File: config.mk
export PLATFORM = sky130hd
export DESIGN_NAME = mult_operand_stage
export DESIGN_NICKNAME = d
export VERILOG_FILES = /design/src/rtl/mult_operand_stage.sv
export SDC_FILE = /design/constraint.sdc
export NUM_CORES = 1
export LEC_CHECK = 0
export BUFFER_PORTS_ARGS = -buffer_cell sky130_fd_sc_hd__buf_2
export CAP_MARGIN = 40
export CORE_MARGIN = 2
export CORE_UTILIZATION = 52
export CTS_BUF_LIST = sky130_fd_sc_hd__clkbuf_16
export DETAILED_ROUTE_END_ITERATION = 8
export HOLD_SLACK_MARGIN = 0.15
export PLACE_DENSITY = 0.95
export RECOVER_POWER = 100
export SYNTH_ARGS = -nofsm -noshare
export SYNTH_HDL_FRONTEND = slang
export SYNTH_SLANG_ARGS = --single-unit
File: constraint.sdc
create_clock -name Clock -period 4.3 [get_ports Clock]
set_input_delay 0.86 -clock Clock [delete_from_list [all_inputs] [get_ports Clock]]
set_output_delay 0.86 -clock Clock [all_outputs]
set_load 0.02 [all_outputs]
File: src/rtl/mult_operand_stage.sv
`default_nettype none
// ============================================================================
// Module   : mult_operand_stage
// Brief    : Handshaked operand/result stage around a combinational array
//            multiplier. Registers an operand pair onto the multiplier
//            inputs, waits a programmable settle time, captures the product
//            and offers it downstream. Counts delivered results.
// Revision : 1.0 - initial release
// ============================================================================
module mult_operand_stage #(
    parameter int SIZE     = 16,
    parameter int RES_SIZE = 32,
    parameter int SETTLE   = 2
) (
    input  logic                Clock,
    input  logic                Reset,
    input  logic                iValid,
    output logic                oReady,
    input  logic [SIZE-1:0]     iA,
    input  logic [SIZE-1:0]     iB,
    output logic [SIZE-1:0]     oMulA,
    output logic [SIZE-1:0]     oMulB,
    input  logic [RES_SIZE-1:0] iMulRes,
    output logic                oValid,
    input  logic                iReady,
    output logic [RES_SIZE-1:0] oResult,
    output logic [15:0]         oCount
);

    typedef enum logic [1:0] {
        ST_IDLE   = 2'd0,
        ST_SETTLE = 2'd1,
        ST_HOLD   = 2'd2
    } state_t;

    // Counter is loaded with SETTLE-1 so capture lands exactly SETTLE edges
    // after the accept edge.
    localparam logic [3:0] c_settle_init = 4'(SETTLE - 1);

    state_t              state_q,  state_d;
    logic [3:0]          cnt_q,    cnt_d;
    logic [SIZE-1:0]     mul_a_q,  mul_a_d;
    logic [SIZE-1:0]     mul_b_q,  mul_b_d;
    logic [RES_SIZE-1:0] result_q, result_d;
    logic                valid_q,  valid_d;
    logic [15:0]         count_q,  count_d;

    logic                accept;
    logic                out_hs;

    // Ready: free in IDLE, free in HOLD only when the held result is being
    // taken this edge; forced low while reset is asserted.
    always_comb begin
        oReady = 1'b0;
        if (Reset) begin
            case (state_q)
                ST_IDLE: oReady = 1'b1;
                ST_HOLD: oReady = iReady;
                default: oReady = 1'b0;
            endcase
        end
    end

    assign accept = iValid & oReady;
    assign out_hs = valid_q & iReady;

    // Next-state and datapath update for the accept / settle / hold sequence.
    always_comb begin
        state_d  = state_q;
        cnt_d    = cnt_q;
        mul_a_d  = mul_a_q;
        mul_b_d  = mul_b_q;
        result_d = result_q;
        valid_d  = valid_q;
        count_d  = count_q;

        case (state_q)
            ST_IDLE: begin
                if (accept) begin
                    mul_a_d = iA;
                    mul_b_d = iB;
                    cnt_d   = c_settle_init;
                    state_d = ST_SETTLE;
                end
            end
            ST_SETTLE: begin
                if (cnt_q == 4'd0) begin
                    result_d = iMulRes;
                    valid_d  = 1'b1;
                    state_d  = ST_HOLD;
                end else begin
                    cnt_d = cnt_q - 4'd1;
                end
            end
            ST_HOLD: begin
                if (out_hs) begin
                    count_d = count_q + 16'd1;
                    valid_d = 1'b0;
                    if (accept) begin
                        mul_a_d = iA;
                        mul_b_d = iB;
                        cnt_d   = c_settle_init;
                        state_d = ST_SETTLE;
                    end else begin
                        state_d = ST_IDLE;
                    end
                end
            end
            default: begin
                state_d = ST_IDLE;
                valid_d = 1'b0;
            end
        endcase
    end

    // State and datapath registers with asynchronous active-low clear.
    always_ff @(posedge Clock or negedge Reset) begin
        if (!Reset) begin
            state_q  <= ST_IDLE;
            cnt_q    <= 4'd0;
            mul_a_q  <= '0;
            mul_b_q  <= '0;
            result_q <= '0;
            valid_q  <= 1'b0;
            count_q  <= 16'd0;
        end else begin
            state_q  <= state_d;
            cnt_q    <= cnt_d;
            mul_a_q  <= mul_a_d;
            mul_b_q  <= mul_b_d;
            result_q <= result_d;
            valid_q  <= valid_d;
            count_q  <= count_d;
        end
    end

    assign oMulA   = mul_a_q;
    assign oMulB   = mul_b_q;
    assign oResult = result_q;
    assign oValid  = valid_q;
    assign oCount  = count_q;

endmodule
`default_nettype wire
# After elaboration in Yosys (flattened, before gate mapping)
# Index checks and enable logic that the tools add are counted.
dict set report totals {
  register_bits 87
  input_bits 68
  output_inout_bits 82
  elab_cells 48
}
dict set report classes {
  n_addsub 2
  n_eq_ne 6
  n_mux 20
  bitwise 3
  n_reduce_logical 10
}
# op n
set ops {}
lappend ops {{two-way mux 16 bit} 4}
lappend ops {{case mux 16 bit (2 select lines)} 2}
lappend ops {{adder 16 x 1 -> 16 bit (second input constant)} 1}
lappend ops {{two-way mux 4 bit} 3}
lappend ops {{case mux 4 bit (3 select lines)} 1}
lappend ops {{AND reduction 3 bit} 3}
lappend ops {{inequality test 2 bit (second input constant)} 4}
lappend ops {{two-way mux 2 bit} 3}
lappend ops {{case mux 2 bit (3 select lines)} 1}
lappend ops {{AND reduction 2 bit} 3}
lappend ops {{logical NOT 4 bit} 1}
lappend ops {{two-way mux 1 bit} 4}
lappend ops {{subtractor 4 x 1 -> 4 bit (second input constant)} 1}
lappend ops {{case mux 1 bit (3 select lines)} 1}
lappend ops {{nonzero test 3 bit} 1}
lappend ops {{AND 1 bit} 2}
lappend ops {{equality test 2 x 1 -> 1 bit (second input constant)} 1}
lappend ops {{equality test 2 bit (second input constant)} 1}
lappend ops {{logical NOT 2 bit} 1}
lappend ops {{case mux 1 bit (2 select lines)} 1}
lappend ops {{nonzero test 2 bit} 1}
lappend ops {{NOT 1 bit} 1}

# Logic depth before layout (Yosys ltp)
# Gate-level depths: netlist (run 1).
dict set report depth {
  word_depth 7
  mapped_depth 6
  depth_no_buf 6
}

# Least setup slack after synthesis (run 1)
# No wires, ideal clock.
dict set report synth_path {
  kind {input to output}
  start {in iReady}
  end {out oReady}
  t_arrival_ns 1.123
  path_slack_ns 2.317
  path_stages 1
  path_buffers 0
  cell_sequence {o211a_1}
}
dict set report synth_between {
  elab_chain_cells 2
}
# element line_no
set synth_lines {}
lappend synth_lines {{from (decl)} 25} ;# input logic iReady,
lappend synth_lines {{case mux 1 bit (2 select lines)} 56} ;# case (state_q)
lappend synth_lines {{two-way mux 1 bit} 55} ;# if (Reset) begin
lappend synth_lines {{to (decl)} 18} ;# output logic oReady,
# Every way passes these cells.

# Final worst setup path (run 1)
dict set report layout_path {
  start {in Reset}
  end {out oReady}
}
dict set report layout_between {
  elab_chain_cells 1
}
# element line_no
set layout_lines {}
lappend layout_lines {{from (decl)} 16} ;# input logic Reset,
lappend layout_lines {{two-way mux 1 bit} 55}
# Every way passes these cells.

==> report_table.html, run 1 <==
<table>
<tr><th>Metric</th><th>Value</th></tr>
<tr><th colspan="2">Outcome</th></tr>
<tr><td>Run status</td><td>finished, final reports clean</td></tr>
<tr><th colspan="2">Clock tree</th></tr>
<tr><td>Post-CTS Resized</td><td>0</td></tr>
<tr><td>TritonCTS clock tree</td><td>built</td></tr>
<tr><td>Clock tree root driver cell</td><td>clkbuf_16</td></tr>
<tr><td>Max Root-Sink Buffers</td><td>2</td></tr>
<tr><td>CTS HTree Levels</td><td>3</td></tr>
<tr><td>Clock latency on the worst-skew pair</td><td>0.33 ns</td></tr>
<tr><td>Sink Count</td><td>87</td></tr>
<tr><td>Total CTS buffers</td><td>9</td></tr>
<tr><td>Number of hold buffers added after CTS</td><td>0</td></tr>
<tr><td>Clock transition at path regs</td><td>0.06 ns</td></tr>
<tr><td># Post-CTS Setup Buffers</td><td>0</td></tr>
<tr><th colspan="2">Floorplan</th></tr>
<tr><td>Chip Height</td><td>87.6 µm</td></tr>
<tr><td>Ports placed on the boundary</td><td>150</td></tr>
<tr><td>Area of the core</td><td>6790 µm²</td></tr>
<tr><td>Starting utilization of the core area</td><td>between 50% and 60%</td></tr>
<tr><td>Area of the die</td><td>~7700 µm²</td></tr>
<tr><td>Die Width</td><td>87.6 µm</td></tr>
<tr><td>Number of placement rows</td><td>30</td></tr>
<tr><th colspan="2">Drt</th></tr>
<tr><td>Post-detailed-route DRC marker count</td><td>0</td></tr>
<tr><td>Number of nets with antenna violations after detailed routing</td><td>0</td></tr>
<tr><td>Post-Route WL</td><td>7720 µm</td></tr>
<tr><td>Detailed-router iteration count before antenna repair</td><td>4</td></tr>
<tr><td>Total vias in the final route</td><td>2484</td></tr>
<tr><td>Routed wire length per instance</td><td>15.5 µm</td></tr>
<tr><td>Average vias per placed instance</td><td>around 5</td></tr>
<tr><td>DRC violation total after the first TritonRoute iteration</td><td>118</td></tr>
<tr><th colspan="2">Synth</th></tr>
<tr><td>Cell count after synthesis</td><td>240</td></tr>
<tr><td>Share of flip-flops with an asynchronous set or reset</td><td>100%</td></tr>
<tr><td>Synth warnings</td><td>0</td></tr>
<tr><td>Simple-gate share of the synthesized area</td><td>~7.4%</td></tr>
<tr><td>Flop and latch count out of synthesis</td><td>87</td></tr>
<tr><td>Number of synthesized flops with an enable pin</td><td>0</td></tr>
<tr><td>Avg Inst Size Synth</td><td>15.1 µm²</td></tr>
<tr><td>Synthesized-area fraction occupied by xor and xnor cells</td><td>3.85%</td></tr>
<tr><td>Fraction of the mapped netlist area in compound gates</td><td>2.68%</td></tr>
<tr><td>Distinct cell type count of the synthesized netlist</td><td>30</td></tr>
<tr><td>Sequential share of the synthesized area</td><td>59.9%</td></tr>
<tr><td>Combinational family with the most area after synthesis</td><td>multiplexers</td></tr>
<tr><td>Mux contribution to synthesized area</td><td>~23%</td></tr>
<tr><td>Post-synthesis cell area</td><td>between 3000 and 4000 µm²</td></tr>
<tr><td>Post-synth top flop</td><td>dfrtp_1</td></tr>
<tr><td>Adder-cell share of the synthesized area</td><td>between 1 and 1.5%</td></tr>
<tr><td>Number of nets in the synthesized netlist</td><td>between 300 and 400</td></tr>
<tr><th colspan="2">Timing</th></tr>
<tr><td>Transition at the pin with the smallest max-transition slack</td><td>0.913 ns</td></tr>
<tr><td>Setup clock skew after layout</td><td>0.00484 ns</td></tr>
<tr><td>Smallest setup slack after layout</td><td>1.38 ns</td></tr>
<tr><td>Max Clk Rate</td><td>0.342 GHz</td></tr>
<tr><td>Post-layout min period</td><td>2.92 ns</td></tr>
<tr><td>Setup repair after global routing missed its margin</td><td>false</td></tr>
<tr><td>Worst slew margin relative to its limit</td><td>39.2%</td></tr>
<tr><td>Total Neg Setup Slack</td><td>0 ns</td></tr>
<tr><td>Final Hold Fails</td><td>0</td></tr>
<tr><td>Max-slew violation count</td><td>0</td></tr>
<tr><td>Portion of the clock cycle consumed by the worst path in the final layout</td><td>67.9%</td></tr>
<tr><td>Setup violations, final</td><td>0</td></tr>
<tr><th colspan="2">Layout</th></tr>
<tr><td>Most common cell after layout, fill and taps aside</td><td>dfrtp_1</td></tr>
<tr><td># nets final</td><td>467</td></tr>
<tr><td>Most frequent cells in the layout</td><td>dfrtp_1 (87), clkbuf_1 (84), buf_2 (65)</td></tr>
<tr><td>P&amp;R area growth vs syn</td><td>25.3%</td></tr>
<tr><td>Ratio of cells with drive above 1 in the final layout</td><td>22.7%</td></tr>
<tr><th colspan="2">Setup path</th></tr>
<tr><td>Logic depth of the worst register-to-register path</td><td>5</td></tr>
<tr><td>Data arrival time of the worst path</td><td>2.06 ns</td></tr>
<tr><td>Critical register-to-register path endpoint</td><td>oResult[17]</td></tr>
<tr><td>Launching instance or port of the critical path</td><td>Reset</td></tr>
<tr><td>Maximum fanout encountered on the critical timing path</td><td>18</td></tr>
<tr><td>Setup crit start kind</td><td>input port</td></tr>
<tr><td>End point of the critical path</td><td>oReady</td></tr>
<tr><td>Worst endpoint required time</td><td>3.44 ns</td></tr>
<tr><td>Launching point of the worst reg2reg path</td><td>cnt_q[0]</td></tr>
<tr><td>CP Capture Type</td><td>output port</td></tr>
<tr><td>Critical Setup Path Class</td><td>input port to output port</td></tr>
<tr><td>Minimum setup slack among reg-to-reg paths</td><td>1.67 ns</td></tr>
<tr><th colspan="2">Flow run</th></tr>
<tr><td>Number of max-cap violations</td><td>0</td></tr>
<tr><th colspan="2">Power</th></tr>
<tr><td>PwrDens</td><td>769 nW/µm²</td></tr>
<tr><td>Combinational cell fraction of total power</td><td>36.6%</td></tr>
<tr><td>Total power of the final layout</td><td>about 3.5 mW</td></tr>
<tr><td>Internal power contribution</td><td>roughly 2.1 mW</td></tr>
<tr><td>Part of the total power dissipated in the clock network</td><td>23.5%</td></tr>
<tr><td>Net Sw Power</td><td>1.36 mW</td></tr>
<tr><td>Switching share of total power</td><td>between 30 and 40%</td></tr>
<tr><td>Sequential Power Share</td><td>between 30 and 40%</td></tr>
<tr><td>Pleak</td><td>2.08 nW</td></tr>
<tr><td>Maximum ir drop on the vdd rail</td><td>roughly 0.4 mV</td></tr>
<tr><th colspan="2">GRT</th></tr>
<tr><td>Total routing resource utilization after global routing</td><td>20.7%</td></tr>
<tr><td>Number of antenna violations at the first check in global routing</td><td>1</td></tr>
<tr><td>Pin count of the biggest net entering global routing</td><td>41</td></tr>
<tr><td>Vias in the first global route</td><td>2573</td></tr>
<tr><td>Total gr overflow</td><td>0</td></tr>
<tr><td>Wire length of the first global-routing pass</td><td>12200 µm</td></tr>
<tr><th colspan="2">Placement</th></tr>
<tr><td>Routability cong.</td><td>about 0.78</td></tr>
<tr><td>Hpwl dp</td><td>5650 µm</td></tr>
<tr><td>Setup slack after placement</td><td>1.82 ns</td></tr>
<tr><td>Port bufs</td><td>149</td></tr>
<tr><th colspan="2">Worst hold path</th></tr>
<tr><td>Launch point of the worst hold path</td><td>oMulA[15]</td></tr>
<tr><td>Hold/Removal Path Class</td><td>flip-flop to flip-flop</td></tr>
</table>
-- power groups by stage --
| stage | combinational [mW] | clock [mW] | sequential (mW) |
|---|---|---|---|
| floorplan | 0.613 | 0 | 1.79 |
| global placement | 1.44 | 0 | 1.39 |
| detailed placement | 1.52 | 0 | 1.41 |
| CTS | 1.52 | 0.837 | 1.41 |
| global route | 1.39 | 0.874 | 1.44 |
| finish | 1.28 | 0.824 | 1.40 |
-- through the flow --
step	std cells	instance area [µm²]	util (%)	hold WS, ns
global route	497	4550	67.0	0.503
CTS	497	4820	71.0	0.384
floorplan	240	3640	-	0.518
global placement	479	4450	65.5	0.456
finish	498	4550	67.0	0.487
detailed placement	481	4500	66.2	0.469
-- logic make-up after synthesis --
logic type / count (synthesis)
buf+inv: 15
mux: 64
simple gates: 41
flops: 87
xor+xnor: 16
compound gates: 14
fa+ha+maj: 3
-- critical path, stage by stage --
cell	delay, ns
clkbuf_1	0.66
o211a_1	0.28
clkbuf_1	0.25
-- registers in the layout (all words and copies together), names as in the netlist --
name and cells:
oCount 16, oValid 1, oMulB 16, cnt_q 4
oMulA 16, state_q 2, oResult 32
-- final cells by class --
type	count	area, µm²
Sequential cell	87	2180
Timing Repair Buffer	152	696
Fill cell	546	2240
Antenna cell	1	2.50
Clock buffer	9	225
Inverter	8	30.0
Multi-Input combinational cell	138	1210
Tap cell	96	120
Clock inverter	7	95.1
-- how the worst min path moves through the flow --
stage                  to  cells past startpoint
4_1_cts        oCount[11]                      1
2_1_floorplan    cnt_q[0]                      2
5_1_grt        oResult[7]                      1
3_3_place_gp   oCount[15]                      1
6_report        oMulA[15]                      1
3_5_place_dp    oMulA[15]                      1
-- per-layer routing --
layer	up-vias	share of wire [%]	global-route usage, %
met2	81	55	36.6
met5	-	0	0
met3	10	4.9	4.34
met4	0	1.2	8.25
li1	1147	-	-
met1	1246	39	24.6
-- synthesized netlist by cell type (2+ instances only) --
cell,n,share of area [%]
ha_1,3,1.0
nand3_1,6,0.83
xor2_1,4,0.96
nor2_1,7,0.72
buf_2,3,0.41
a21o_1,2,0.41
nand4_1,3,0.52
dfrtp_1,87,60
mux2_2,3,0.93
inv_1,8,0.83
nor4_4,2,1.2
xnor2_1,12,2.9
mux2_1,33,10
a21oi_1,6,0.83
o21ai_0,2,0.28
and4_1,2,0.48
mux2_4,28,12
nand2_1,13,1.3
buf_6,4,1.2
o2bb2ai_1,2,0.48
No activity file was read; power rests on OpenSTA's default activity.
==> run 2: changes to the inputs <==
CORE_UTILIZATION = 48   (was 52)
PLACE_DENSITY = 0.91   (was 0.95)
clock period = 2.9 ns   (was 4.3 ns; I/O delays follow)
==> report_table.html, run 2 (same netlist as run 1, synthesis figures left out) <==
<table>
<tr><th>Metric</th><th>Value</th></tr>
<tr><th colspan="2">Worst hold path</th></tr>
<tr><td>Hold/Removal Path Class</td><td>input port to asynchronous set/reset pin</td></tr>
<tr><th colspan="2">Drt</th></tr>
<tr><td>Average vias per placed instance</td><td>~5</td></tr>
<tr><td>Total vias in the final route</td><td>2460</td></tr>
<tr><td>Routed wire length per instance</td><td>around 15 µm</td></tr>
<tr><td>Detailed-router iteration count before antenna repair</td><td>4</td></tr>
<tr><td>Number of nets with antenna violations after detailed routing</td><td>0</td></tr>
<tr><td>DRC violation total after the first TritonRoute iteration</td><td>40</td></tr>
<tr><td>Post-Route WL</td><td>7550 µm</td></tr>
<tr><td>Post-detailed-route DRC marker count</td><td>0</td></tr>
<tr><th colspan="2">Timing</th></tr>
<tr><td>Transition at the pin with the smallest max-transition slack</td><td>1.31 ns</td></tr>
<tr><td>Post-layout min period</td><td>2.20 ns</td></tr>
<tr><td>Setup clock skew after layout</td><td>~0.0075 ns</td></tr>
<tr><td>Max Clk Rate</td><td>approximately 0.46 GHz</td></tr>
<tr><td>Portion of the clock cycle consumed by the worst path in the final layout</td><td>75.7%</td></tr>
<tr><td>Total Neg Setup Slack</td><td>0 ns</td></tr>
<tr><td>Max-slew violation count</td><td>0</td></tr>
<tr><td>Final Hold Fails</td><td>0</td></tr>
<tr><td>Worst slew margin relative to its limit</td><td>12.8%</td></tr>
<tr><td>Setup repair after global routing missed its margin</td><td>false</td></tr>
<tr><td>Setup violations, final</td><td>0</td></tr>
<tr><th colspan="2">Setup path</th></tr>
<tr><td>Setup crit start kind</td><td>input port</td></tr>
<tr><td>Worst endpoint required time</td><td>2.32 ns</td></tr>
<tr><td>Critical Setup Path Class</td><td>input port to output port</td></tr>
<tr><td>Most frequent cell on the critical path</td><td>clkbuf_1</td></tr>
<tr><td>Critical Path, Cell by Cell</td><td>clkbuf_1, buf_4, o211a_1, clkbuf_1</td></tr>
<tr><td>Maximum fanout encountered on the critical timing path</td><td>35</td></tr>
<tr><td>Slowest Stage Delay on Critical Path</td><td>around 0.42 ns</td></tr>
<tr><td>Data arrival time of the worst path</td><td>1.62 ns</td></tr>
<tr><td>CP Capture Type</td><td>output port</td></tr>
<tr><td>Crit path max-delay cell type</td><td>buf_4</td></tr>
<tr><th colspan="2">GRT</th></tr>
<tr><td>Wire length of the first global-routing pass</td><td>about 12000 µm</td></tr>
<tr><td>Total gr overflow</td><td>0</td></tr>
<tr><td>Total routing resource utilization after global routing</td><td>18.6%</td></tr>
<tr><td>Vias in the first global route</td><td>around 2500</td></tr>
<tr><td>Number of antenna violations at the first check in global routing</td><td>0</td></tr>
<tr><td>Pin count of the biggest net entering global routing</td><td>56</td></tr>
<tr><th colspan="2">Clock tree</th></tr>
<tr><td># Post-CTS Setup Buffers</td><td>0</td></tr>
<tr><td>CTS HTree Levels</td><td>3</td></tr>
<tr><td>Total CTS buffers</td><td>9</td></tr>
<tr><td>Clock latency on the worst-skew pair</td><td>0.34 ns</td></tr>
<tr><td>Max Root-Sink Buffers</td><td>2</td></tr>
<tr><td>TritonCTS clock tree</td><td>built</td></tr>
<tr><td>Sink Count</td><td>87</td></tr>
<tr><td>Clock transition at path regs</td><td>0.06 ns</td></tr>
<tr><td>Post-CTS Resized</td><td>0</td></tr>
<tr><td>Number of hold buffers added after CTS</td><td>0</td></tr>
<tr><td>Clock tree root driver cell</td><td>clkbuf_16</td></tr>
<tr><th colspan="2">Layout</th></tr>
<tr><td>P&amp;R area growth vs syn</td><td>24.4%</td></tr>
<tr><td>Most common cell after layout, fill and taps aside</td><td>dfrtp_1</td></tr>
<tr><td>Number of diodes</td><td>0</td></tr>
<tr><td>Most frequent cells in the layout</td><td>dfrtp_1 (87), clkbuf_1 (83), buf_2 (66)</td></tr>
<tr><td>Ratio of cells with drive above 1 in the final layout</td><td>22.7%</td></tr>
<tr><td>Final instance area</td><td>4520 µm²</td></tr>
<tr><td># nets final</td><td>467</td></tr>
<tr><td>Finished Layout Cells</td><td>500</td></tr>
<tr><td>Number of flip-flops in the largest register</td><td>32</td></tr>
<tr><th colspan="2">Placement</th></tr>
<tr><td>Routability cong.</td><td>between 0.7 and 0.8</td></tr>
<tr><td>Placed standard-cell area</td><td>4470 µm²</td></tr>
<tr><td>Hpwl dp</td><td>5420 µm</td></tr>
<tr><td>Number of placed instances with taps included</td><td>484</td></tr>
<tr><td>Port bufs</td><td>between 100 and 150</td></tr>
<tr><th colspan="2">Flow run</th></tr>
<tr><td>Number of max-cap violations</td><td>0</td></tr>
<tr><th colspan="2">Floorplan</th></tr>
<tr><td>Area of the core</td><td>7290 µm²</td></tr>
<tr><td>Number of placement rows</td><td>31</td></tr>
<tr><td>Ports placed on the boundary</td><td>150</td></tr>
<tr><td>Die Width</td><td>91.0 µm</td></tr>
<tr><td>Starting utilization of the core area</td><td>about half</td></tr>
<tr><td>Area of the die</td><td>8290 µm²</td></tr>
<tr><td>Chip Height</td><td>91.0 µm</td></tr>
<tr><th colspan="2">Power</th></tr>
<tr><td>PwrDens</td><td>1140 nW/µm²</td></tr>
<tr><td>Pleak</td><td>between 2 and 2.5 nW</td></tr>
<tr><td>Maximum ir drop on the vdd rail</td><td>~0.53 mV</td></tr>
<tr><th colspan="2">Outcome</th></tr>
<tr><td>Run status</td><td>finished, final reports clean</td></tr>
</table>
-- run 2: area by class of cell --
type                            instances  area, µm²
Multi-Input combinational cell        138       1220
Inverter                                8       30.0
Clock inverter                          7       88.8
Fill cell                             650       2770
Timing Repair Buffer                  152        659
Sequential cell                        87       2180
Tap cell                               99        124
Clock buffer                            9        225
-- run 2: final timing paths --
path | startpoint | to | slack [ns] | cells after the start
setup / recovery | Reset | oReady | 0.70 | 4
hold / removal | Reset | state_q[1] | 0.38 | 2
setup reg to reg | cnt_q[0] | oResult[4] | 0.74 | 5
hold reg to reg | oCount[15] | oCount[15] | 0.47 | 1
max in group asynchronous | Reset | oMulB[10] | 0.91 | 3
min in group Clock | iMulRes[8] | oResult[8] | 0.46 | 2
-- run 2: metrics by stage --
stage          setup WS [ns]  power (mW)  util (%)  hold slack, ns
3_5_place_dp           0.688        4.31      61.3           0.461
4_1_cts                0.686        5.55      65.6           0.309
5_1_grt                0.468        5.46      62.0           0.416
6_report               0.705        5.16      62.0           0.379
2_1_floorplan           1.24        3.57         -           0.284
3_3_place_gp           0.799        4.21      61.3           0.460
-- run 2: metal layers --
| layer | wire length (µm) | GRT usage, % | up-vias |
|---|---|---|---|
| met3 | 429 | 4.56 | 18 |
| met5 | 0 | 0 | - |
| met4 | 181 | 8.33 | 0 |
| met1 | 3000 | 22.5 | 1205 |
| met2 | 3940 | 31.5 | 93 |
| li1 | - | - | 1144 |
-- run 2: worst max-delay path: cells and delay by family --
family                 cells  cell delay (ns)
buffers and inverters      3             0.81
AO/OA/AOI/OAI              1             0.22
-- run 2: power by group --
part / switching [mW] / internal (mW) / total [mW]
clock network: 0.468 / 0.748 / 1.22
logic: 1.21 / 0.671 / 1.88
registers: 0.321 / 1.74 / 2.06
total: 2.00 / 3.16 / 5.16
